## src/rtl/ex_writeback_stage.sv

```systemverilog
// Writeback stage behind the ALU: holds the ALU outputs and the architectural flag register.
// It drives the register-file write port, with two write cycles for MUL/DIV, plus the forwarding bus and the retire counter.
module ex_writeback_stage #(
  parameter int DATA_W        = 16,
  parameter int REG_AW        = 3,
  parameter bit DUAL_WRITE_EN = 1'b1,
  parameter int CNT_W         = 16
) (
  input  logic              clk,
  input  logic              reset,
  input  logic              in_valid,
  output logic              in_ready,
  input  logic [4:0]        opcode,
  input  logic [REG_AW-1:0] rd,
  input  logic              alu_en_out,
  input  logic [DATA_W-1:0] result_0,
  input  logic [DATA_W-1:0] result_1,
  input  logic [DATA_W-1:0] next_flags,
  output logic [DATA_W-1:0] current_flags,
  output logic              rf_we,
  output logic [REG_AW-1:0] rf_waddr,
  output logic [DATA_W-1:0] rf_wdata,
  output logic              fwd_valid,
  output logic [REG_AW-1:0] fwd_rd,
  output logic [DATA_W-1:0] fwd_data,
  output logic [CNT_W-1:0]  retired_count,
  output logic [1:0]        state_dbg
);

  // Opcode encoding shared with the ALU decoder
  localparam logic [4:0] OP_ADD  = 5'd0;
  localparam logic [4:0] OP_SUB  = 5'd1;
  localparam logic [4:0] OP_MUL  = 5'd2;
  localparam logic [4:0] OP_DIV  = 5'd3;
  localparam logic [4:0] OP_CMP  = 5'd10;
  localparam logic [4:0] OP_SETF = 5'd11;
  localparam logic [4:0] OP_CLRF = 5'd12;
  localparam logic [4:0] OP_CPLF = 5'd13;
  localparam logic [4:0] OP_MOV  = 5'd16;
  localparam logic [4:0] OP_LBL  = 5'd17;
  localparam logic [4:0] OP_LBH  = 5'd18;

  typedef enum logic [1:0] {
    S_IDLE = 2'd0,
    S_WR0  = 2'd1,
    S_WR1  = 2'd2
  } state_t;

  state_t              state_q, state_d;
  logic                writes_rd_q;
  logic                dual_q;
  logic [REG_AW-1:0]   rd_q;
  logic [DATA_W-1:0]   res0_q;
  logic [DATA_W-1:0]   res1_q;
  logic [DATA_W-1:0]   flags_q;
  logic [CNT_W-1:0]    cnt_q;

  logic                accept;
  logic                writes_rd_in;
  logic                dual_in;
  logic [REG_AW-1:0]   rd_inc;

  // Handshake: a transfer happens on a rising edge where in_valid && in_ready.
  // in_ready depends only on registered state, and upstream holds its inputs while in_ready=0.
  assign in_ready = !(state_q == S_WR0 && dual_q);
  assign accept   = in_valid && in_ready;

  always_comb begin
    writes_rd_in = 1'b0;
    if (alu_en_out) begin
      writes_rd_in = !(opcode == OP_CMP || opcode == OP_SETF ||
                       opcode == OP_CLRF || opcode == OP_CPLF);
    end else begin
      writes_rd_in = (opcode == OP_LBL || opcode == OP_LBH || opcode == OP_MOV);
    end
  end

  assign dual_in = DUAL_WRITE_EN && alu_en_out && (opcode == OP_MUL || opcode == OP_DIV);
  assign rd_inc  = rd_q + 1'b1;

  // State and capture registers
  always_ff @(posedge clk) begin
    if (reset) begin
      state_q     <= S_IDLE;
      writes_rd_q <= 1'b0;
      dual_q      <= 1'b0;
      rd_q        <= '0;
      res0_q      <= '0;
      res1_q      <= '0;
      flags_q     <= '0;
      cnt_q       <= '0;
    end else begin
      state_q <= state_d;
      if (accept) begin
        writes_rd_q <= writes_rd_in;
        dual_q      <= dual_in;
        rd_q        <= rd;
        res0_q      <= result_0;
        res1_q      <= result_1;
        cnt_q       <= cnt_q + 1'b1;
        if (alu_en_out) flags_q <= next_flags;
      end
    end
  end

  // Next-state logic
  always_comb begin
    state_d = state_q;
    if (accept) begin
      state_d = S_WR0;
    end else begin
      case (state_q)
        S_WR0:   state_d = dual_q ? S_WR1 : S_IDLE;
        S_WR1:   state_d = S_IDLE;
        default: state_d = S_IDLE;
      endcase
    end
  end

  // Output decode from registered state only
  always_comb begin
    rf_we    = 1'b0;
    rf_waddr = '0;
    rf_wdata = '0;
    case (state_q)
      S_WR0: begin
        rf_we    = writes_rd_q;
        rf_waddr = rd_q;
        rf_wdata = res0_q;
      end
      S_WR1: begin
        rf_we    = 1'b1;
        rf_waddr = rd_inc;
        rf_wdata = res1_q;
      end
      default: ;
    endcase
  end

  assign fwd_valid     = rf_we;
  assign fwd_rd        = rf_waddr;
  assign fwd_data      = rf_wdata;
  assign current_flags = flags_q;
  assign retired_count = cnt_q;
  assign state_dbg     = state_q;

  // Tie-off for opcodes that are named for readability but never decoded here.
  logic unused_ops;
  assign unused_ops = ^{OP_ADD, OP_SUB};

endmodule

```

## config.mk

```make
export PLATFORM = sky130hd
export DESIGN_NAME = ex_writeback_stage
export DESIGN_NICKNAME = d
export VERILOG_FILES = /design/src/rtl/ex_writeback_stage.sv
export SDC_FILE = /design/constraint.sdc
export NUM_CORES = 1
export LEC_CHECK = 0
export CELL_PAD_IN_SITES_DETAIL_PLACEMENT = 1
export CELL_PAD_IN_SITES_GLOBAL_PLACEMENT = 1
export CORE_ASPECT_RATIO = 0.9
export CORE_MARGIN = 5
export CORE_UTILIZATION = 29
export CTS_CLUSTER_DIAMETER = 120
export DETAILED_ROUTE_END_ITERATION = 10
export PLACE_DENSITY = 0.84
export SETUP_SLACK_MARGIN = 0.4
export SLEW_MARGIN = 25
export SYNTH_ARGS = -nofsm -noshare
export SYNTH_HDL_FRONTEND = slang
export SYNTH_SLANG_ARGS = --single-unit
export TNS_END_PERCENT = 5
```

## constraint.sdc

```tcl
create_clock -name clk -period 2.5 [get_ports clk]
set_input_delay 0.375 -clock clk [delete_from_list [all_inputs] [get_ports clk]]
set_output_delay 0.375 -clock clk [all_outputs]
set_load 0.01 [all_outputs]
```

After elaboration in Yosys (flattened, before gate mapping)
Index checks and enable logic that the tools add are counted.

storage, ports and cells
  flip-flop bits (word level) = 71
  input bits = 60

cells by class
  add/sub/neg operators = 2
  equal/unequal tests = 11
  mux-type cells = 7
  bitwise logic cells = 1
  reductions and logical operators = 13

operator list
  operator               count
  $pmux 16 s2            1
  $eq 5x4->1 const B     4
  $add 16x1->16 const B  1
  $eq 5x5->1 const B     3
  $eq 5x2->1 const B     2
  $logic_or 1x1->1       6
  $pmux 3 s2             1
  $add 3x1->3 const B    1
  $logic_and 1x1->1      3
  $mux 1                 3
  $reduce_or 3->1        1
  $eq 2x1->1 const B     1
  $eq 2x2->1 const B     1
  $logic_not 1->1        2
  $mux 2                 1
  $pmux 1 s2             1
  $reduce_and 2->1       1
  $not 1->1              1

Longest topological paths before layout
Gate-level depths: netlist (run 1).

  depth after elaboration = 6
  mapped depth = 8

Worst setup path after synthesis (run 1)
OpenSTA, ideal clock, no wires.

  path kind = register to register
  start = register state_q[1] (netlist: state_dbg[1])
  end = register cnt_q[15] (netlist: retired_count[15])
  library setup time = 0.070 ns
  data arrival time = 1.908 ns
  path slack = 0.521 ns
  stages on the path, launching flop included = 9
  path buffers = 2
  period minus slack after synthesis = 1.979 ns
  cell sequence = dfxtp_1 inv_1 ha_1 a21bo_1 buf_2 or2_1 clkbuf_1 or4_1 a21oi_1

on the way
  cells in the longest elaborated chain, start to end = 4

ends and longest elaborated chain
  item                      RTL line  RTL
  start: declaration        49        state_t state_q, state_d;
  start signal: assignment  93        state_q <= state_d;
  $eq 2x1->1                65        assign in_ready = !(state_q == S_WR0 && dual_q);
  $logic_and 1x1->1         65
  $logic_not 1->1           65
  $logic_and 1x1->1         66        assign accept = in_valid && in_ready;
  end signal: assignment    100       cnt_q <= cnt_q + 1'b1;
  end: declaration          56        logic [CNT_W-1:0] cnt_q;

No other way between the ends.
A chain may end at the register's enable or synchronous reset.

Final worst setup path (run 1)
  start = register state_q[0] (netlist: state_dbg[0])
  end = output rf_wdata[14]

on the way
  cells in the longest elaborated chain, start to end = 2
  elaborated cells between the ends (all ways) = 3

ends and longest elaborated chain
  item                                             RTL line  RTL
  $eq 2x2->1 / $eq 2x1->1 (equally long branches)  125       case (state_q)
  $pmux 16 s2 (*)                                  125
  end: declaration                                 22        output logic [DATA_W-1:0] rf_wdata,

Every way passes the cells marked *; elsewhere a longest branch is shown, timed or not.

==> results_dict.tcl, run 1 <==
set metrics [dict create \
    wl_um 10100 \
    critPathRequiredTime_ns 2.12 \
    highest_layer "met4" \
    synth-edff-count 0 \
    cp.arrival_ns 1.92 \
    slew_violations 0 \
    clock-sinks 71 \
    irDropWorstVdd_v 0.000509 \
    period_share_pct 91.8 \
    clock_skew_ns 0.00618 \
    maxCapViolCount 0 \
    synth_cells 401 \
    cts_tree "yes" \
    clk_pin_slew_worst_paths_ns 0.06 \
    wirelength_met1_um 4130 \
    gr-total-overflow 0 \
    core_um2 10300 \
    grt_pass1_vias 3296 \
    drc 0 \
    cts_setup_buffers 0 \
    vias_per_cell 4.93 \
    synthesis.nets 465 \
    io_buffer_count 134 \
    startpoint "state_dbg[0]$_SDFF_PP0_" \
    r2r_start "state_dbg[1]$_SDFF_PP0_" \
    async_flop_share_pct 0 \
    fin_crit_ns 2.29 \
    synth-seq-area-share_pct 46.2 \
    root_buffer "clkbuf_16" \
    io_pins 135 \
    grt_pass1_wl_um 16400 \
    status "finished, final reports clean" \
    drive_above_1_share_pct 5.47 \
    worst_r2r_endpoint "retired_count[15]$_SDFFE_PP0P_" \
    cp-start-kind "flop" \
    syn_area_um2 3080 \
    nets 571 \
    rr_worst_depth 7 \
    worstHoldPathType "reg -> reg" \
    grt_start_max_net_pins 41 \
    synth.distinct_cells 31 \
    start_util_pct 29.9 \
    place_ws_ns 0.253 \
    cts-htree-levels 3 \
    clock_latency_ns 0.33 \
    path_class "reg -> out" \
    gr-usage-all-layers_pct 15.6 \
    drt_iter0_markers 168 \
    gp_congestion 0.716 \
    dp_cells 625 \
    setup_viol 0 \
    fillers 1233 \
    hold_viol_final 0 \
    finalNonFillerCells 641 \
    r2r_slack_ns 0.42 \
    vias 3160 \
    rows 35 \
    die_y_um 108 \
    powerDensity_nw_per_um2 595 \
    holdPathStages 2 \
    cp_max_fo 21 \
    cts_buffers 9 \
    fmax_ghz 0.436 \
    synth_flop_cell "dfxtp_1" \
    clockBufferDepth 2 \
    place_hpwl_um 7410 \
    synth-seq-cells 71 \
    antenna_found_initial 0 \
    die_width_um 119 \
    rsz0062_at_grt "yes" \
    slew_headroom_pct 51.4 \
    syn_area_per_cell_um2 7.67 \
    tightest_slew_ns 0.729 \
    setup.worst_path.end_class "output port" \
    wire_per_inst_um 15.8 \
    tns_ns 0 \
    dieArea_um2 12800 \
    wl_met3_um 539 \
    min_from "res0_q[12]$_SDFFE_PP0P_" \
    ys_warn_count 0 \
    syn2layout_area_growth_pct 53.9 \
    p_leak_nw 1.74 \
    fin_ws_ns 0.206 \
    ant_nets 0 \
    firstDrtPassIters 4 \
    diodes 0 \
    met2_length_um 5310 \
    holdPathEnd "res0_q[12]$_SDFFE_PP0P_" \
]
## worst max path at each step
stage          cells after the start  slack, ns                              to
2_1_floorplan                      8       0.52  retired_count[15]$_SDFFE_PP0P_
3_3_place_gp                       4       0.26                    rf_wdata[15]
3_5_place_dp                       4       0.25                    rf_wdata[15]
4_1_cts                            6       0.20                     rf_wdata[2]
5_1_grt                            6       0.11                           rf_we
6_report                           6       0.21                    rf_wdata[14]
## cell usage in the layout (no fill, tap or decap), types with 6 or more instances in the layout
cell and instances:
clkdlybuf4s50_1 125, nand2_1 112, dfxtp_1 70, a21oi_1 64
nor2_1 31, a22oi_1 16, clkbuf_16 9, nand4_1 8
o21ai_0 7, or3_1 7, dlygate4sd2_1 6
## registers in the layout (all words and copies together) (netlist names)
signal         count
res0_q            16
retired_count     16
writes_rd_q        1
state_dbg          2
res1_q            16
rd_q               3
current_flags     16
dual_q             1
## layout make-up
| cell class | instances | area [µm²] | share of cell area [%] |
|---|---|---|---|
| well taps | 129 | 161 | 3.41 |
| flip-flops and latches | 71 | 1420 | 30.1 |
| inverters | 4 | 15.0 | 0.317 |
| multi-input cells | 280 | 1420 | 30.0 |
| clock buffers | 11 | 253 | 5.34 |
| clock inverters | 5 | 56.3 | 1.19 |
| repair buffers | 141 | 1410 | 29.7 |
## repair_timing
action,CTS,global route
endpoints found under the setup margin,42,42
gates resized for setup,12,2
hold buffers,0,0
## synthesized netlist by cell type, types with 7 or more instances
library cell,number,area [µm²]
nand2_1,112,420
dfxtp_1,71,1420
a21oi_1,64,320
nor2_1,31,116
clkbuf_1,23,86.3
buf_4,20,150
a22oi_1,17,128
nand4_1,8,50.1
o21ai_0,7,35.0
or3_1,7,43.8
## logic make-up (layout without fill, tap and decap cells)
| logic type | count (synthesis) | in the layout | synth area share [%] |
|---|---|---|---|
| simple gates | 173 | 173 | 23.6 |
| compound gates | 95 | 95 | 17.6 |
| flops | 71 | 71 | 46.2 |
| buf+inv | 50 | 161 | 8.62 |
| xor+xnor | 7 | 7 | 1.99 |
| fa+ha+maj | 4 | 4 | 1.63 |
| mux | 1 | 1 | 0.325 |
## report_power, final
part	internal (mW)	switching [mW]
sequential	1.18	0.0286
combinational	0.164	0.137
clock	0.825	0.478
total	2.17	0.644
## stage by stage
stage	area, µm²	hold slack, ns	power, mW	util (%)
final	4730	0.455	2.81	46.0
after detailed placement	4400	0.448	1.54	42.7
after global routing	4730	0.479	2.94	46.0
after global placement	4400	0.441	1.52	42.7
after floorplan	3080	0.436	1.36	-
after CTS	4730	0.456	2.86	45.9
## layer usage
metal | vias up | global-route usage, %
met5 | - | 0
met4 | 0 | 4.78
met3 | 9 | 4.83
met2 | 73 | 28.7
met1 | 1537 | 17.2
li1 | 1541 | -
## critical path: stages, from the launching register on
cell             delay (ns)
dfxtp_1                0.32
inv_1                  0.09
ha_4                   0.15
buf_8                  0.17
a22oi_1                0.11
nor2_1                 0.16
clkdlybuf4s50_1        0.57
(Power assumes the default switching activity.)
==> run 2: changes to the inputs <==
--- a/config.mk
+++ b/config.mk
@@ -11,6 +11,7 @@
 export CORE_MARGIN = 5
 export CORE_UTILIZATION = 29
 export CTS_CLUSTER_DIAMETER = 120
+export CTS_CLUSTER_SIZE = 8
 export DETAILED_ROUTE_END_ITERATION = 10
 export PLACE_DENSITY = 0.84
 export SETUP_SLACK_MARGIN = 0.4
==> results of run 2 <==
The final DEF is identical to that of run 1; final timing and power are the same.
